===== config.mk =====
export PLATFORM = sky130hd
export DESIGN_NAME = pcs_sync
export DESIGN_NICKNAME = d
export VERILOG_FILES = /design/src/rtl/pcs_sync.sv
export SDC_FILE = /design/constraint.sdc
export NUM_CORES = 1
export LEC_CHECK = 0
export BUFFER_PORTS_ARGS = -buffer_cell sky130_fd_sc_hd__buf_4
export CAP_MARGIN = 10
export CORE_MARGIN = 2
export CORE_UTILIZATION = 40
export DETAILED_ROUTE_END_ITERATION = 16
export HOLD_SLACK_MARGIN = 0.15
export PLACE_DENSITY = 0.63
export REMOVE_ABC_BUFFERS = 1
export SYNTH_ARGS = -nofsm -noshare
export SYNTH_HDL_FRONTEND = slang
export SYNTH_SLANG_ARGS = --single-unit

===== constraint.sdc =====
create_clock -name rx_clk -period 1.78 [get_ports rx_clk]
set_clock_uncertainty 0.1 [all_clocks]
set_input_delay 0.356 -clock rx_clk [delete_from_list [all_inputs] [get_ports rx_clk]]
set_output_delay 0.356 -clock rx_clk [all_outputs]
set_load 0.02 [all_outputs]

===== src/rtl/pcs_sync.sv =====
// Code-group synchronization for a 1000BASE-X PCS receive path.
// Tracks comma alignment, qualifies code groups and reports sync_status.
module pcs_sync (
    input  logic        rx_clk,
    input  logic        mr_main_reset,
    input  logic        signal_detect,
    input  logic [9:0]  pudi,
    output logic [10:0] sudi,
    output logic        sync_status,
    output logic        rx_even
);

    typedef enum logic [3:0] {
        LOSS_OF_SYNC    = 4'd0,
        COMMA_DETECT_1  = 4'd1,
        ACQUIRE_SYNC_1  = 4'd2,
        COMMA_DETECT_2  = 4'd3,
        ACQUIRE_SYNC_2  = 4'd4,
        COMMA_DETECT_3  = 4'd5,
        SYNC_ACQUIRED_1 = 4'd6,
        SYNC_ACQUIRED_2 = 4'd7,
        SYNC_ACQUIRED_2A = 4'd8,
        SYNC_ACQUIRED_3 = 4'd9,
        SYNC_ACQUIRED_3A = 4'd10,
        SYNC_ACQUIRED_4 = 4'd11,
        SYNC_ACQUIRED_4A = 4'd12
    } state_t;

    state_t      r_state;
    state_t      w_next_state;
    logic [1:0]  r_good_cgs;
    logic [1:0]  w_next_good_cgs;
    logic        r_rx_even;
    logic        w_next_rx_even;
    logic        w_next_sync;
    logic        r_sync_status;
    logic [10:0] r_sudi;
    logic        w_comma;
    logic        w_data;
    logic        w_valid;
    logic        w_cgbad;
    logic        w_cggood;

    function automatic logic [2:0] pop6(input logic [5:0] c);
        logic [2:0] n;
        n = 3'd0;
        for (int i = 0; i < 6; i++) begin
            n = n + {2'b00, c[i]};
        end
        return n;
    endfunction

    // 6b sub-blocks legal when the running disparity entering them is negative
    function automatic logic six_ok_neg(input logic [5:0] c);
        logic ok;
        case (c)
            6'b100111, 6'b011101, 6'b101101, 6'b110001, 6'b110101, 6'b101001,
            6'b011001, 6'b111000, 6'b111001, 6'b100101, 6'b010101, 6'b110100,
            6'b001101, 6'b101100, 6'b011100, 6'b010111, 6'b011011, 6'b100011,
            6'b010011, 6'b110010, 6'b001011, 6'b101010, 6'b011010, 6'b111010,
            6'b110011, 6'b100110, 6'b010110, 6'b110110, 6'b001110, 6'b101110,
            6'b011110, 6'b101011: ok = 1'b1;
            default:              ok = 1'b0;
        endcase
        return ok;
    endfunction

    function automatic logic six_ok_pos(input logic [5:0] c);
        logic ok;
        case (c)
            6'b011000, 6'b100010, 6'b010010, 6'b110001, 6'b001010, 6'b101001,
            6'b011001, 6'b000111, 6'b000110, 6'b100101, 6'b010101, 6'b110100,
            6'b001101, 6'b101100, 6'b011100, 6'b101000, 6'b100100, 6'b100011,
            6'b010011, 6'b110010, 6'b001011, 6'b101010, 6'b011010, 6'b000101,
            6'b001100, 6'b100110, 6'b010110, 6'b001001, 6'b001110, 6'b010001,
            6'b100001, 6'b010100: ok = 1'b1;
            default:              ok = 1'b0;
        endcase
        return ok;
    endfunction

    // use_a7 selects the alternate D.x.7 encoding that avoids a run of five
    function automatic logic four_ok(input logic [3:0] f, input logic rd_pos,
                                     input logic use_a7);
        logic ok;
        if (!rd_pos) begin
            case (f)
                4'b1011, 4'b1001, 4'b0101, 4'b1100,
                4'b1101, 4'b1010, 4'b0110: ok = 1'b1;
                4'b0111:                   ok = use_a7;
                4'b1110:                   ok = !use_a7;
                default:                   ok = 1'b0;
            endcase
        end else begin
            case (f)
                4'b0100, 4'b1001, 4'b0101, 4'b0011,
                4'b0010, 4'b1010, 4'b0110: ok = 1'b1;
                4'b1000:                   ok = use_a7;
                4'b0001:                   ok = !use_a7;
                default:                   ok = 1'b0;
            endcase
        end
        return ok;
    endfunction

    function automatic logic is_data(input logic [9:0] cg);
        logic [5:0] six;
        logic [3:0] four;
        logic [2:0] ones;
        logic       a7_neg;
        logic       a7_pos;
        logic       rd_mid_n;
        logic       rd_mid_p;
        six      = cg[9:4];
        four     = cg[3:0];
        ones     = pop6(six);
        a7_neg   = (six == 6'b100011) || (six == 6'b010011) || (six == 6'b001011);
        a7_pos   = (six == 6'b110100) || (six == 6'b101100) || (six == 6'b011100);
        rd_mid_n = (ones == 3'd4);
        rd_mid_p = (ones != 3'd2);
        return (six_ok_neg(six) && four_ok(four, rd_mid_n, rd_mid_n ? a7_pos : a7_neg)) ||
               (six_ok_pos(six) && four_ok(four, rd_mid_p, rd_mid_p ? a7_pos : a7_neg));
    endfunction

    function automatic logic is_ctrl(input logic [9:0] cg);
        logic ok;
        case (cg)
            10'b0011110100, 10'b0011111001, 10'b0011110101, 10'b0011110011,
            10'b0011110010, 10'b0011111010, 10'b0011110110, 10'b0011111000,
            10'b1100001011, 10'b1100000110, 10'b1100001010, 10'b1100001100,
            10'b1100001101, 10'b1100000101, 10'b1100001001, 10'b1100000111,
            10'b1110101000, 10'b1101101000, 10'b1011101000, 10'b0111101000,
            10'b0001010111, 10'b0010010111, 10'b0100010111, 10'b1000010111: ok = 1'b1;
            default: ok = 1'b0;
        endcase
        return ok;
    endfunction

    // Code-group classification against the current alignment
    always_comb begin
        w_comma  = (pudi[9:3] == 7'b0011111) || (pudi[9:3] == 7'b1100000);
        w_data   = is_data(pudi);
        w_valid  = w_data || is_ctrl(pudi);
        w_cgbad  = !w_valid || (w_comma && r_rx_even);
        w_cggood = !w_cgbad;
    end

    // Next-state, good_cgs and alignment decode
    always_comb begin
        w_next_state    = r_state;
        w_next_good_cgs = r_good_cgs;
        case (r_state)
            LOSS_OF_SYNC: begin
                if (w_comma) w_next_state = COMMA_DETECT_1;
                else         w_next_state = LOSS_OF_SYNC;
            end
            COMMA_DETECT_1, COMMA_DETECT_2, COMMA_DETECT_3: begin
                if (w_data && !w_comma) begin
                    if (r_state == COMMA_DETECT_1)      w_next_state = ACQUIRE_SYNC_1;
                    else if (r_state == COMMA_DETECT_2) w_next_state = ACQUIRE_SYNC_2;
                    else                                w_next_state = SYNC_ACQUIRED_1;
                end else begin
                    w_next_state = LOSS_OF_SYNC;
                end
            end
            ACQUIRE_SYNC_1, ACQUIRE_SYNC_2: begin
                if (w_cgbad) begin
                    w_next_state = LOSS_OF_SYNC;
                end else if (w_comma && !r_rx_even) begin
                    w_next_state = (r_state == ACQUIRE_SYNC_1) ? COMMA_DETECT_2 : COMMA_DETECT_3;
                end else begin
                    w_next_state = r_state;
                end
            end
            SYNC_ACQUIRED_1: begin
                if (w_cgbad) w_next_state = SYNC_ACQUIRED_2;
                else         w_next_state = SYNC_ACQUIRED_1;
            end
            SYNC_ACQUIRED_2, SYNC_ACQUIRED_3, SYNC_ACQUIRED_4: begin
                w_next_good_cgs = 2'd0;
                if (w_cgbad) begin
                    if (r_state == SYNC_ACQUIRED_2)      w_next_state = SYNC_ACQUIRED_3;
                    else if (r_state == SYNC_ACQUIRED_3) w_next_state = SYNC_ACQUIRED_4;
                    else                                 w_next_state = LOSS_OF_SYNC;
                end else begin
                    w_next_good_cgs = 2'd1;
                    if (r_state == SYNC_ACQUIRED_2)      w_next_state = SYNC_ACQUIRED_2A;
                    else if (r_state == SYNC_ACQUIRED_3) w_next_state = SYNC_ACQUIRED_3A;
                    else                                 w_next_state = SYNC_ACQUIRED_4A;
                end
            end
            SYNC_ACQUIRED_2A, SYNC_ACQUIRED_3A, SYNC_ACQUIRED_4A: begin
                if (w_cgbad) begin
                    if (r_state == SYNC_ACQUIRED_2A)      w_next_state = SYNC_ACQUIRED_3;
                    else if (r_state == SYNC_ACQUIRED_3A) w_next_state = SYNC_ACQUIRED_4;
                    else                                  w_next_state = LOSS_OF_SYNC;
                end else if (r_good_cgs == 2'd3) begin
                    w_next_good_cgs = 2'd0;
                    if (r_state == SYNC_ACQUIRED_2A)      w_next_state = SYNC_ACQUIRED_1;
                    else if (r_state == SYNC_ACQUIRED_3A) w_next_state = SYNC_ACQUIRED_2;
                    else                                  w_next_state = SYNC_ACQUIRED_3;
                end else begin
                    w_next_good_cgs = r_good_cgs + 2'd1;
                    w_next_state    = r_state;
                end
            end
            default: begin
                w_next_state    = LOSS_OF_SYNC;
                w_next_good_cgs = 2'd0;
            end
        endcase

        if (!signal_detect) begin
            w_next_state = LOSS_OF_SYNC;
        end else begin
            w_next_state = w_next_state;
        end

        if ((w_next_state == COMMA_DETECT_1) || (w_next_state == COMMA_DETECT_2) ||
            (w_next_state == COMMA_DETECT_3)) begin
            w_next_rx_even = 1'b1;
        end else begin
            w_next_rx_even = !r_rx_even;
        end

        w_next_sync = (w_next_state == SYNC_ACQUIRED_1)  || (w_next_state == SYNC_ACQUIRED_2)  ||
                      (w_next_state == SYNC_ACQUIRED_2A) || (w_next_state == SYNC_ACQUIRED_3)  ||
                      (w_next_state == SYNC_ACQUIRED_3A) || (w_next_state == SYNC_ACQUIRED_4)  ||
                      (w_next_state == SYNC_ACQUIRED_4A);
    end

    // State and output registers; sudi carries the alignment decided on this edge
    always_ff @(posedge rx_clk or negedge mr_main_reset) begin
        if (!mr_main_reset) begin
            r_state       <= LOSS_OF_SYNC;
            r_good_cgs    <= 2'd0;
            r_rx_even     <= 1'b0;
            r_sync_status <= 1'b0;
            r_sudi        <= 11'd0;
        end else begin
            r_state       <= w_next_state;
            r_good_cgs    <= w_next_good_cgs;
            r_rx_even     <= w_next_rx_even;
            r_sync_status <= w_next_sync;
            r_sudi        <= {pudi, w_next_rx_even};
        end
    end

    assign sudi        = r_sudi;
    assign sync_status = r_sync_status;
    assign rx_even     = r_rx_even;

endmodule


==> run_summary.xml, run 1 <==
<?xml version="1.0" encoding="UTF-8"?>
<metrics>
  <group name="status">
    <metric name="status" unit="">finished, violations left</metric>
    <metric name="violations" unit="">setup timing</metric>
  </group>
  <group name="floorplanning">
    <metric name="row_count" unit="">23</metric>
    <metric name="total_core_area" unit="sq mm">0.003971</metric>
    <metric name="die_outline_area" unit="sq mm">0.004655</metric>
    <metric name="pin_count" unit="">26</metric>
    <metric name="starting_density_of_the_core" unit="">0.4156</metric>
    <metric name="dieHeight" unit="microns">68.23</metric>
    <metric name="die_x" unit="microns">68.23</metric>
  </group>
  <group name="placed_design">
    <metric name="place_congestion" unit="">0.9655</metric>
    <metric name="preCtsSetupSlack" unit="ns">-2.317</metric>
    <metric name="buffer_ports.inserted" unit="">25</metric>
    <metric name="hpwl" unit="microns">3131</metric>
    <metric name="detailed_place.area" unit="sq mm">0.002212</metric>
  </group>
  <group name="power_and_ir_drop">
    <metric name="vdd_ir_drop_max" unit="uV">314.7</metric>
    <metric name="finalPower" unit="mW">1.269</metric>
    <metric name="internal_power" unit="uW">879.6</metric>
    <metric name="pwr-share-seq" unit="">0.346</metric>
    <metric name="power_per_cell_area" unit="mW/mm^2">530.5</metric>
    <metric name="power.leakage" unit="nW">1.099</metric>
    <metric name="power.net_switching" unit="uW">389.0</metric>
    <metric name="comb_power_frac" unit="">0.400</metric>
    <metric name="p_sw_frac" unit="">0.3066</metric>
    <metric name="power_frac_clock" unit="">0.255</metric>
  </group>
  <group name="cells_and_area">
    <metric name="final_design_area_excluding_fillers" unit="sq mm">0.002391</metric>
    <metric name="diodes" unit="">0</metric>
    <metric name="syn2layout_area_growth" unit="%">44.88</metric>
    <metric name="finalNetCount" unit="">288</metric>
    <metric name="final_core_utilization" unit="">0.6021</metric>
    <metric name="drive_gt1_frac" unit="">0.3674</metric>
  </group>
  <group name="clock_tree">
    <metric name="cts_buffer_depth" unit="">2</metric>
    <metric name="ctsRootBufferMaster" unit="">sky130_fd_sc_hd__clkbuf_8</metric>
    <metric name="tritoncts" unit="">done</metric>
    <metric name="clkTransAtPathRegs" unit="ns">0.07</metric>
    <metric name="clock_insertion_delay_at_the_later_pin_of_the_skew_report" unit="ns">0.25</metric>
    <metric name="cts_made_buffers" unit="">3</metric>
    <metric name="clock_sinks" unit="">18</metric>
    <metric name="ctsHtreeMaxLevel" unit="">1</metric>
  </group>
  <group name="worst_setup_path">
    <metric name="cp-end-kind" unit="">flip-flop</metric>
    <metric name="path_delay_family" unit="">adder cells</metric>
    <metric name="crit_path_cell_trace" unit="">buf_6, fa_1, inv_1, fa_1, inv_1, ha_2, inv_2, fa_1, nor2_1, nand2_1, mux2i_2, a22oi_4, a22oi_4, mux2_4, o32a_1, a31o_1</metric>
    <metric name="critical-path-top-cell-by-count" unit="">sky130_fd_sc_hd__fa_1</metric>
    <metric name="critPathMaxStageDelay" unit="ns">0.52</metric>
    <metric name="cp.buffers_inverters" unit="">4</metric>
    <metric name="worst-setup-path-type" unit="">in -&gt; reg</metric>
    <metric name="critical-path-slowest-cell" unit="">sky130_fd_sc_hd__fa_1</metric>
    <metric name="arrival_time_of_the_worst_setup_path" unit="ns">3.78</metric>
    <metric name="critPathMaxFanout" unit="">3</metric>
    <metric name="cp-start-kind" unit="">input port</metric>
    <metric name="worst_ep_required_time" unit="ns">1.82</metric>
    <metric name="r2r_setup_slack" unit="ns">-0.21</metric>
  </group>
  <group name="timing">
    <metric name="final_critical_path_setup_slack" unit="ns">-1.966</metric>
    <metric name="minimum_clock_period_after_layout" unit="ns">3.746</metric>
    <metric name="setup_total_negative_slack" unit="ns">-14.49</metric>
    <metric name="timing.final.hold_violations" unit="">0</metric>
    <metric name="final_max_slew_viol_count" unit="">0</metric>
    <metric name="share_of_the_cycle_needed_by_the_critical_path_after_routing" unit="">2.104</metric>
    <metric name="finalSetupViolCount" unit="">8</metric>
    <metric name="worst-slew-pin-transition" unit="ns">0.3972</metric>
    <metric name="fmax" unit="GHz">0.2670</metric>
    <metric name="slew_headroom" unit="">0.7329</metric>
    <metric name="rsz0062_at_grt" unit="">yes</metric>
  </group>
  <group name="grt">
    <metric name="grt.busiest_layer" unit="">met2</metric>
    <metric name="grt_pass1_vias" unit="">1621</metric>
    <metric name="grt_start_max_net_pins" unit="">22</metric>
    <metric name="grt.overflow.total" unit="">0</metric>
    <metric name="grt_use_met3" unit="">0.009868</metric>
    <metric name="groute.layer.met1.usage" unit="">0.2586</metric>
    <metric name="first_pass_grt_wire_length" unit="microns">7044</metric>
    <metric name="grtUsageTotal" unit="">0.1941</metric>
    <metric name="global_route_track_usage_on_met2" unit="">0.3386</metric>
    <metric name="antenna_found_initial" unit="">0</metric>
  </group>
  <group name="drt">
    <metric name="drt_first_iter_violations" unit="">120</metric>
    <metric name="drt-vias-per-instance" unit="">5.420</metric>
    <metric name="drc_errors" unit="">0</metric>
    <metric name="route.vias.total" unit="">1702</metric>
    <metric name="route.final.wire_length" unit="microns">4257</metric>
    <metric name="firstDrtPassIters" unit="">4</metric>
    <metric name="postRouteAntennaNets" unit="">0</metric>
    <metric name="routed_wire_length_per_instance" unit="microns">13.56</metric>
  </group>
  <group name="synth">
    <metric name="post_synth_num_cell_types" unit="">59</metric>
    <metric name="synth.ff_latch_count" unit="">18</metric>
    <metric name="post_synth_inst_count" unit="">195</metric>
    <metric name="synth-async-reset-ratio" unit="">1.000</metric>
    <metric name="seq_area_frac_synth" unit="">0.2729</metric>
    <metric name="post_synth_instance_area" unit="sq mm">0.001650</metric>
    <metric name="flip_flop_cell_with_the_highest_count_after_synthesis" unit="">sky130_fd_sc_hd__dfrtp_1</metric>
    <metric name="synthesis.yosys.warnings" unit="">0</metric>
    <metric name="synth-edff-count" unit="">0</metric>
    <metric name="postSynthAreaPerCell" unit="sq um">8.463</metric>
  </group>
  <group name="run">
    <metric name="max_cap_viol_count" unit="">0</metric>
  </group>
  <group name="worst_hold_path">
    <metric name="hold_class" unit="">in -&gt; reg</metric>
  </group>
</metrics>
-- routing by layer --
metal | up-vias | part of all wire
met5 | - | 0
met3 | 2 | 0.030
met2 | 37 | 0.48
met4 | 0 | 0.0059
met1 | 806 | 0.48
li1 | 857 | -
-- synthesized netlist by cell type, types with 2 or more instances --
master                       n  share of area
sky130_fd_sc_hd__o211ai_1    3          0.014
sky130_fd_sc_hd__ha_1        7          0.053
sky130_fd_sc_hd__o21bai_1    2         0.0091
sky130_fd_sc_hd__a21o_1      2         0.0091
sky130_fd_sc_hd__nor4_1      2         0.0076
sky130_fd_sc_hd__or3_1       3          0.011
sky130_fd_sc_hd__a31oi_1     3          0.011
sky130_fd_sc_hd__and2_1      2         0.0076
sky130_fd_sc_hd__or4_1       2         0.0091
sky130_fd_sc_hd__dfrtp_1    18           0.27
sky130_fd_sc_hd__inv_1      14          0.032
sky130_fd_sc_hd__nor2_1     13          0.030
sky130_fd_sc_hd__or4b_1      2          0.012
sky130_fd_sc_hd__xnor2_1     2          0.011
sky130_fd_sc_hd__a22oi_4     2          0.026
sky130_fd_sc_hd__o31a_1      2          0.011
sky130_fd_sc_hd__nor3_1      3         0.0091
sky130_fd_sc_hd__clkbuf_1    8          0.018
sky130_fd_sc_hd__buf_4       3          0.014
sky130_fd_sc_hd__nor2b_1     5          0.019
sky130_fd_sc_hd__nand2_1    17          0.039
sky130_fd_sc_hd__mux2i_1     3          0.018
sky130_fd_sc_hd__nand2b_1    4          0.015
sky130_fd_sc_hd__a211oi_1    4          0.018
sky130_fd_sc_hd__a21oi_1    12          0.036
sky130_fd_sc_hd__o21ai_1     2         0.0061
sky130_fd_sc_hd__o2111ai_1   2          0.011
sky130_fd_sc_hd__nand4_1     2         0.0076
sky130_fd_sc_hd__buf_2       2         0.0061
sky130_fd_sc_hd__fa_1        3          0.036
sky130_fd_sc_hd__o22ai_1     3          0.011
sky130_fd_sc_hd__o211a_1     2          0.012
sky130_fd_sc_hd__nand3_1     4          0.012
sky130_fd_sc_hd__o21ai_0    12          0.036
-- registers in the layout (all words and copies together) (netlist names) --
register	count
sync_status	1
r_state	4
sudi	11
r_good_cgs	2
-- timing repair --
action	in CTS	in global routing
gates resized for setup	14	5
pin swaps	8	4
hold endpoints to repair	18	0
setup buffers	4	2
hold buffers	1	0
endpoints found under the setup margin	8	8
-- power groups by stage --
stage | sequential, mW | combinational (mW) | clock, mW
2_1_floorplan | 0.471 | 0.202 | 0
3_3_place_gp | 0.446 | 0.443 | 0
3_5_place_dp | 0.446 | 0.451 | 0
4_1_cts | 0.439 | 0.502 | 0.326
5_1_grt | 0.442 | 0.551 | 0.351
6_report | 0.439 | 0.507 | 0.323
-- area by class of cell --
cell class	instances	area [sq um]
Clock buffer	4	55.05
Sequential cell	18	450.4
Tap cell	50	62.56
Fill cell	359	1580
Timing Repair Buffer	79	631.9
Multi-Input combinational cell	149	1139
Inverter	14	52.55
-- cell families (layout without fill, tap and decap cells) --
logic type                 count (synthesis)  in the layout  share of synthesized area
muxes                                      5              5                    0.03563
and+or+nand+nor                           65             65                     0.2092
buffers and inverters                     28             97                    0.07657
DFF                                       18             18                     0.2729
adders and majority gates                 10             10                    0.08946
AOI/OAI and AO/OA                         66             66                     0.3002
xor gates and xnor gates                   3              3                    0.01592
-- layout by cell type, fill, tap and decap left out, types with 2 or more instances in the layout --
master                      netlist  routed
sky130_fd_sc_hd__fa_1             3       3
sky130_fd_sc_hd__nor3_1           3       2
sky130_fd_sc_hd__o2111ai_1        2       2
sky130_fd_sc_hd__o21ai_0         12       9
sky130_fd_sc_hd__dfrtp_1         18      18
sky130_fd_sc_hd__xnor2_1          2       2
sky130_fd_sc_hd__o31a_1           2       2
sky130_fd_sc_hd__or4_1            2       2
sky130_fd_sc_hd__and2_1           2       2
sky130_fd_sc_hd__a31oi_1          3       3
sky130_fd_sc_hd__buf_12           0       2
sky130_fd_sc_hd__o211ai_1         3       3
sky130_fd_sc_hd__or4b_1           2       2
sky130_fd_sc_hd__o211a_1          2       2
sky130_fd_sc_hd__o21ai_1          2       4
sky130_fd_sc_hd__o22ai_1          3       3
sky130_fd_sc_hd__a22oi_4          2       2
sky130_fd_sc_hd__clkbuf_8         0       4
sky130_fd_sc_hd__buf_6            1       3
sky130_fd_sc_hd__buf_4            3      73
sky130_fd_sc_hd__nand2b_1         4       4
sky130_fd_sc_hd__nor2b_1          5       5
sky130_fd_sc_hd__o21bai_1         2       2
sky130_fd_sc_hd__nand2_1         17      16
sky130_fd_sc_hd__mux2i_1          3       3
sky130_fd_sc_hd__or3_1            3       3
sky130_fd_sc_hd__a21o_1           2       2
sky130_fd_sc_hd__a21oi_1         12      12
sky130_fd_sc_hd__inv_1           14      13
sky130_fd_sc_hd__nand3_1          4       4
sky130_fd_sc_hd__a211oi_1         4       3
sky130_fd_sc_hd__ha_1             7       6
sky130_fd_sc_hd__nand4_1          2       2
sky130_fd_sc_hd__nor2_1          13      13
-- path summary, 6_finish.rpt --
check | startpoint | end | cells after the start
max | pudi[4] | sudi[0] | 16
min in group asynchronous | mr_main_reset | sudi[5] | 2
min reg2reg | r_good_cgs[1] | r_good_cgs[1] | 2
max reg2reg | r_state[3] | sudi[0] | 7
min | pudi[0] | sudi[1] | 2
max in group asynchronous | mr_main_reset | sudi[10] | 2
-- metrics by stage --
step / instances / hold slack [ns]
2_1_floorplan: 181 / -0.03959
3_3_place_gp: 304 / 0.1285
3_5_place_dp: 304 / 0.1336
4_1_cts: 313 / 0.2294
5_1_grt: 314 / 0.2323
6_report: 314 / 0.2298
Note: power is estimated with default switching activity, not from simulation.
==> inputs of run 2 (changes only) <==
Settings changed: BUFFER_PORTS_ARGS -buffer_cell sky130_fd_sc_hd__buf_4 to not set, CTS_BUF_LIST set to sky130_fd_sc_hd__clkbuf_4 sky130_fd_sc_hd__clkbuf_8, DONT_BUFFER_PORTS set to 1, PLACE_DENSITY 0.63 to 0.57.
==> run_summary.xml, run 2 (synthesis gave the netlist of run 1 again) <==
<?xml version="1.0" encoding="UTF-8"?>
<metrics>
  <group name="status">
    <metric name="status" unit="">finished, violations left</metric>
    <metric name="violations" unit="">setup timing</metric>
  </group>
  <group name="timing">
    <metric name="worst-slew-pin-transition" unit="ns">0.7641</metric>
    <metric name="finalSetupViolCount" unit="">8</metric>
    <metric name="timing.final.hold_violations" unit="">0</metric>
    <metric name="share_of_the_cycle_needed_by_the_critical_path_after_routing" unit="">2.040</metric>
    <metric name="setup_total_negative_slack" unit="ns">-12.99</metric>
    <metric name="rsz0062_at_grt" unit="">yes</metric>
    <metric name="minimum_clock_period_after_layout" unit="ns">3.632</metric>
    <metric name="slew_headroom" unit="">0.4889</metric>
    <metric name="final_max_slew_viol_count" unit="">0</metric>
    <metric name="fmax" unit="GHz">0.2753</metric>
    <metric name="final_critical_path_setup_slack" unit="ns">-1.852</metric>
  </group>
  <group name="clock_tree">
    <metric name="clock_insertion_delay_at_the_later_pin_of_the_skew_report" unit="ns">0.25</metric>
    <metric name="ctsRootBufferMaster" unit="">sky130_fd_sc_hd__clkbuf_8</metric>
    <metric name="clkTransAtPathRegs" unit="ns">0.06</metric>
    <metric name="tritoncts" unit="">done</metric>
    <metric name="cts_made_buffers" unit="">3</metric>
    <metric name="cts_buffer_depth" unit="">2</metric>
    <metric name="postCtsSetupBuffers" unit="">0</metric>
    <metric name="ctsHtreeMaxLevel" unit="">1</metric>
    <metric name="clock_sinks" unit="">18</metric>
  </group>
  <group name="power_and_ir_drop">
    <metric name="vdd_ir_drop_max" unit="uV">161.4</metric>
    <metric name="power_per_cell_area" unit="mW/mm^2">520.9</metric>
    <metric name="power.leakage" unit="nW">0.9055</metric>
  </group>
  <group name="worst_setup_path">
    <metric name="crit_path_start" unit="">pudi[4]</metric>
    <metric name="cp-end-kind" unit="">flip-flop</metric>
    <metric name="critical_path.reg2reg.startpoint" unit="">r_state[2]</metric>
    <metric name="cp-start-kind" unit="">input port</metric>
    <metric name="critical-path-slowest-cell" unit="">sky130_fd_sc_hd__fa_1</metric>
    <metric name="arrival_time_of_the_worst_setup_path" unit="ns">3.67</metric>
    <metric name="crit_path_cell_trace" unit="">fa_1, inv_1, fa_1, inv_1, ha_2, inv_2, fa_1, nor2_1, nand2_1, mux2i_2, a22oi_4, a22oi_4, mux2_4, o32a_1, a31o_1</metric>
    <metric name="critPathMaxStageDelay" unit="ns">0.53</metric>
    <metric name="worst_ep_required_time" unit="ns">1.82</metric>
    <metric name="worst-setup-path-type" unit="">in -&gt; reg</metric>
    <metric name="critical-path-top-cell-by-count" unit="">sky130_fd_sc_hd__fa_1</metric>
    <metric name="path_delay_family" unit="">adder cells</metric>
    <metric name="critPathMaxFanout" unit="">8</metric>
    <metric name="cp.buffers_inverters" unit="">3</metric>
  </group>
  <group name="worst_hold_path">
    <metric name="hold_class" unit="">in -&gt; reg</metric>
    <metric name="min_from" unit="">signal_detect</metric>
  </group>
  <group name="cells_and_area">
    <metric name="multiInputGateArea" unit="sq mm">0.001130</metric>
    <metric name="commonest_cells_after_routing_fill_and_taps_aside" unit="">32 x sky130_fd_sc_hd__buf_4, 18 x sky130_fd_sc_hd__dfrtp_1, 17 x sky130_fd_sc_hd__nand2_1</metric>
    <metric name="final_core_utilization" unit="">0.5255</metric>
    <metric name="layout.area.seq" unit="sq um">450.4</metric>
    <metric name="largest_register_ff_count" unit="">11</metric>
    <metric name="drive_gt1_frac" unit="">0.2247</metric>
    <metric name="layout_commonest_cell" unit="">sky130_fd_sc_hd__buf_4</metric>
    <metric name="finalNetCount" unit="">252</metric>
    <metric name="syn2layout_area_growth" unit="%">26.46</metric>
    <metric name="diodes" unit="">0</metric>
    <metric name="filler_cell_count" unit="">362</metric>
  </group>
  <group name="drt">
    <metric name="routed_wire_length_per_instance" unit="microns">15.89</metric>
    <metric name="postRouteAntennaNets" unit="">0</metric>
    <metric name="route.vias.total" unit="">1653</metric>
    <metric name="route.final.wire_length" unit="microns">4402</metric>
    <metric name="drt-vias-per-instance" unit="">5.968</metric>
    <metric name="firstDrtPassIters" unit="">4</metric>
    <metric name="drt_first_iter_violations" unit="">175</metric>
    <metric name="drc_errors" unit="">0</metric>
  </group>
  <group name="grt">
    <metric name="grt_start_max_net_pins" unit="">23</metric>
    <metric name="antenna_found_initial" unit="">0</metric>
    <metric name="first_pass_grt_wire_length" unit="microns">7024</metric>
    <metric name="grt_pass1_vias" unit="">1507</metric>
    <metric name="grtUsageTotal" unit="">0.1957</metric>
    <metric name="grt.overflow.total" unit="">0</metric>
  </group>
  <group name="run">
    <metric name="max_cap_viol_count" unit="">0</metric>
  </group>
  <group name="placed_design">
    <metric name="place_congestion" unit="">0.8985</metric>
    <metric name="buffer_ports.inserted" unit="">0</metric>
    <metric name="hpwl" unit="microns">3201</metric>
  </group>
  <group name="floorplanning">
    <metric name="die_outline_area" unit="sq mm">0.004655</metric>
    <metric name="pin_count" unit="">26</metric>
    <metric name="die_x" unit="microns">68.23</metric>
    <metric name="starting_density_of_the_core" unit="">0.4156</metric>
    <metric name="row_count" unit="">23</metric>
    <metric name="total_core_area" unit="sq mm">0.003971</metric>
    <metric name="dieHeight" unit="microns">68.23</metric>
  </group>
</metrics>
## run 2: cell count changes in the layout (fill, tap and decap cells not counted), moves of 2 or more
cell	delta
sky130_fd_sc_hd__buf_12	-2
sky130_fd_sc_hd__buf_4	-41
sky130_fd_sc_hd__buf_6	-3
sky130_fd_sc_hd__dlygate4sd3_1	+10
## run 2: metal layers
layer,vias to the layer above,track usage,share of wire
met2,80,0.3046,0.46
met5,-,0,0
li1,778,-,-
met3,6,0.009868,0.068
met1,789,0.2841,0.46
met4,0,0.07250,0.013
## run 2: worst paths after layout
| path | slack [ns] | depth (start not counted) | end |
|---|---|---|---|
| setup / recovery | -1.85 | 15 | sudi[0] |
| hold / removal | 0.18 | 2 | r_state[1] |
| setup reg to reg | -0.23 | 7 | sudi[0] |
| hold reg to reg | 0.39 | 2 | r_good_cgs[1] |
| max in group asynchronous | 0.58 | 1 | sudi[4] |
| min in group asynchronous | 0.52 | 1 | sudi[7] |
## run 2: repair_timing
item,CTS,global route
pin swaps,11,5
endpoints found under the setup margin,8,8
hold endpoints to repair,28,0
resized for setup,7,7
hold buffers,11,0
## run 2: report_power, final
part | switching, mW | internal (mW) | total (mW)
Sequential | 0.0261 | 0.430 | 0.456
Combinational | 0.182 | 0.180 | 0.363
Clock | 0.119 | 0.150 | 0.269
## run 2: layout make-up
type                            count  area share
Multi-Input combinational cell    149      0.5414
Tap cell                           50     0.02998
Sequential cell                    18      0.2158
Timing Repair Buffer               43      0.1679
Clock buffer                        3     0.01978
Inverter                           14     0.02518
## run 2: through the flow
stage	total power [mW]	hold WS (ns)	setup WS [ns]	std cells	area, sq um
final	1.087	0.1801	-1.852	277	2087
after CTS	1.085	0.1653	-1.886	277	2059
after global routing	1.149	0.1843	-1.988	277	2087
after global placement	0.7635	-0.03924	-2.099	263	1879
after detailed placement	0.7786	-0.03918	-2.146	263	1879
after floorplan	0.6730	-0.03959	-2.125	181	1577
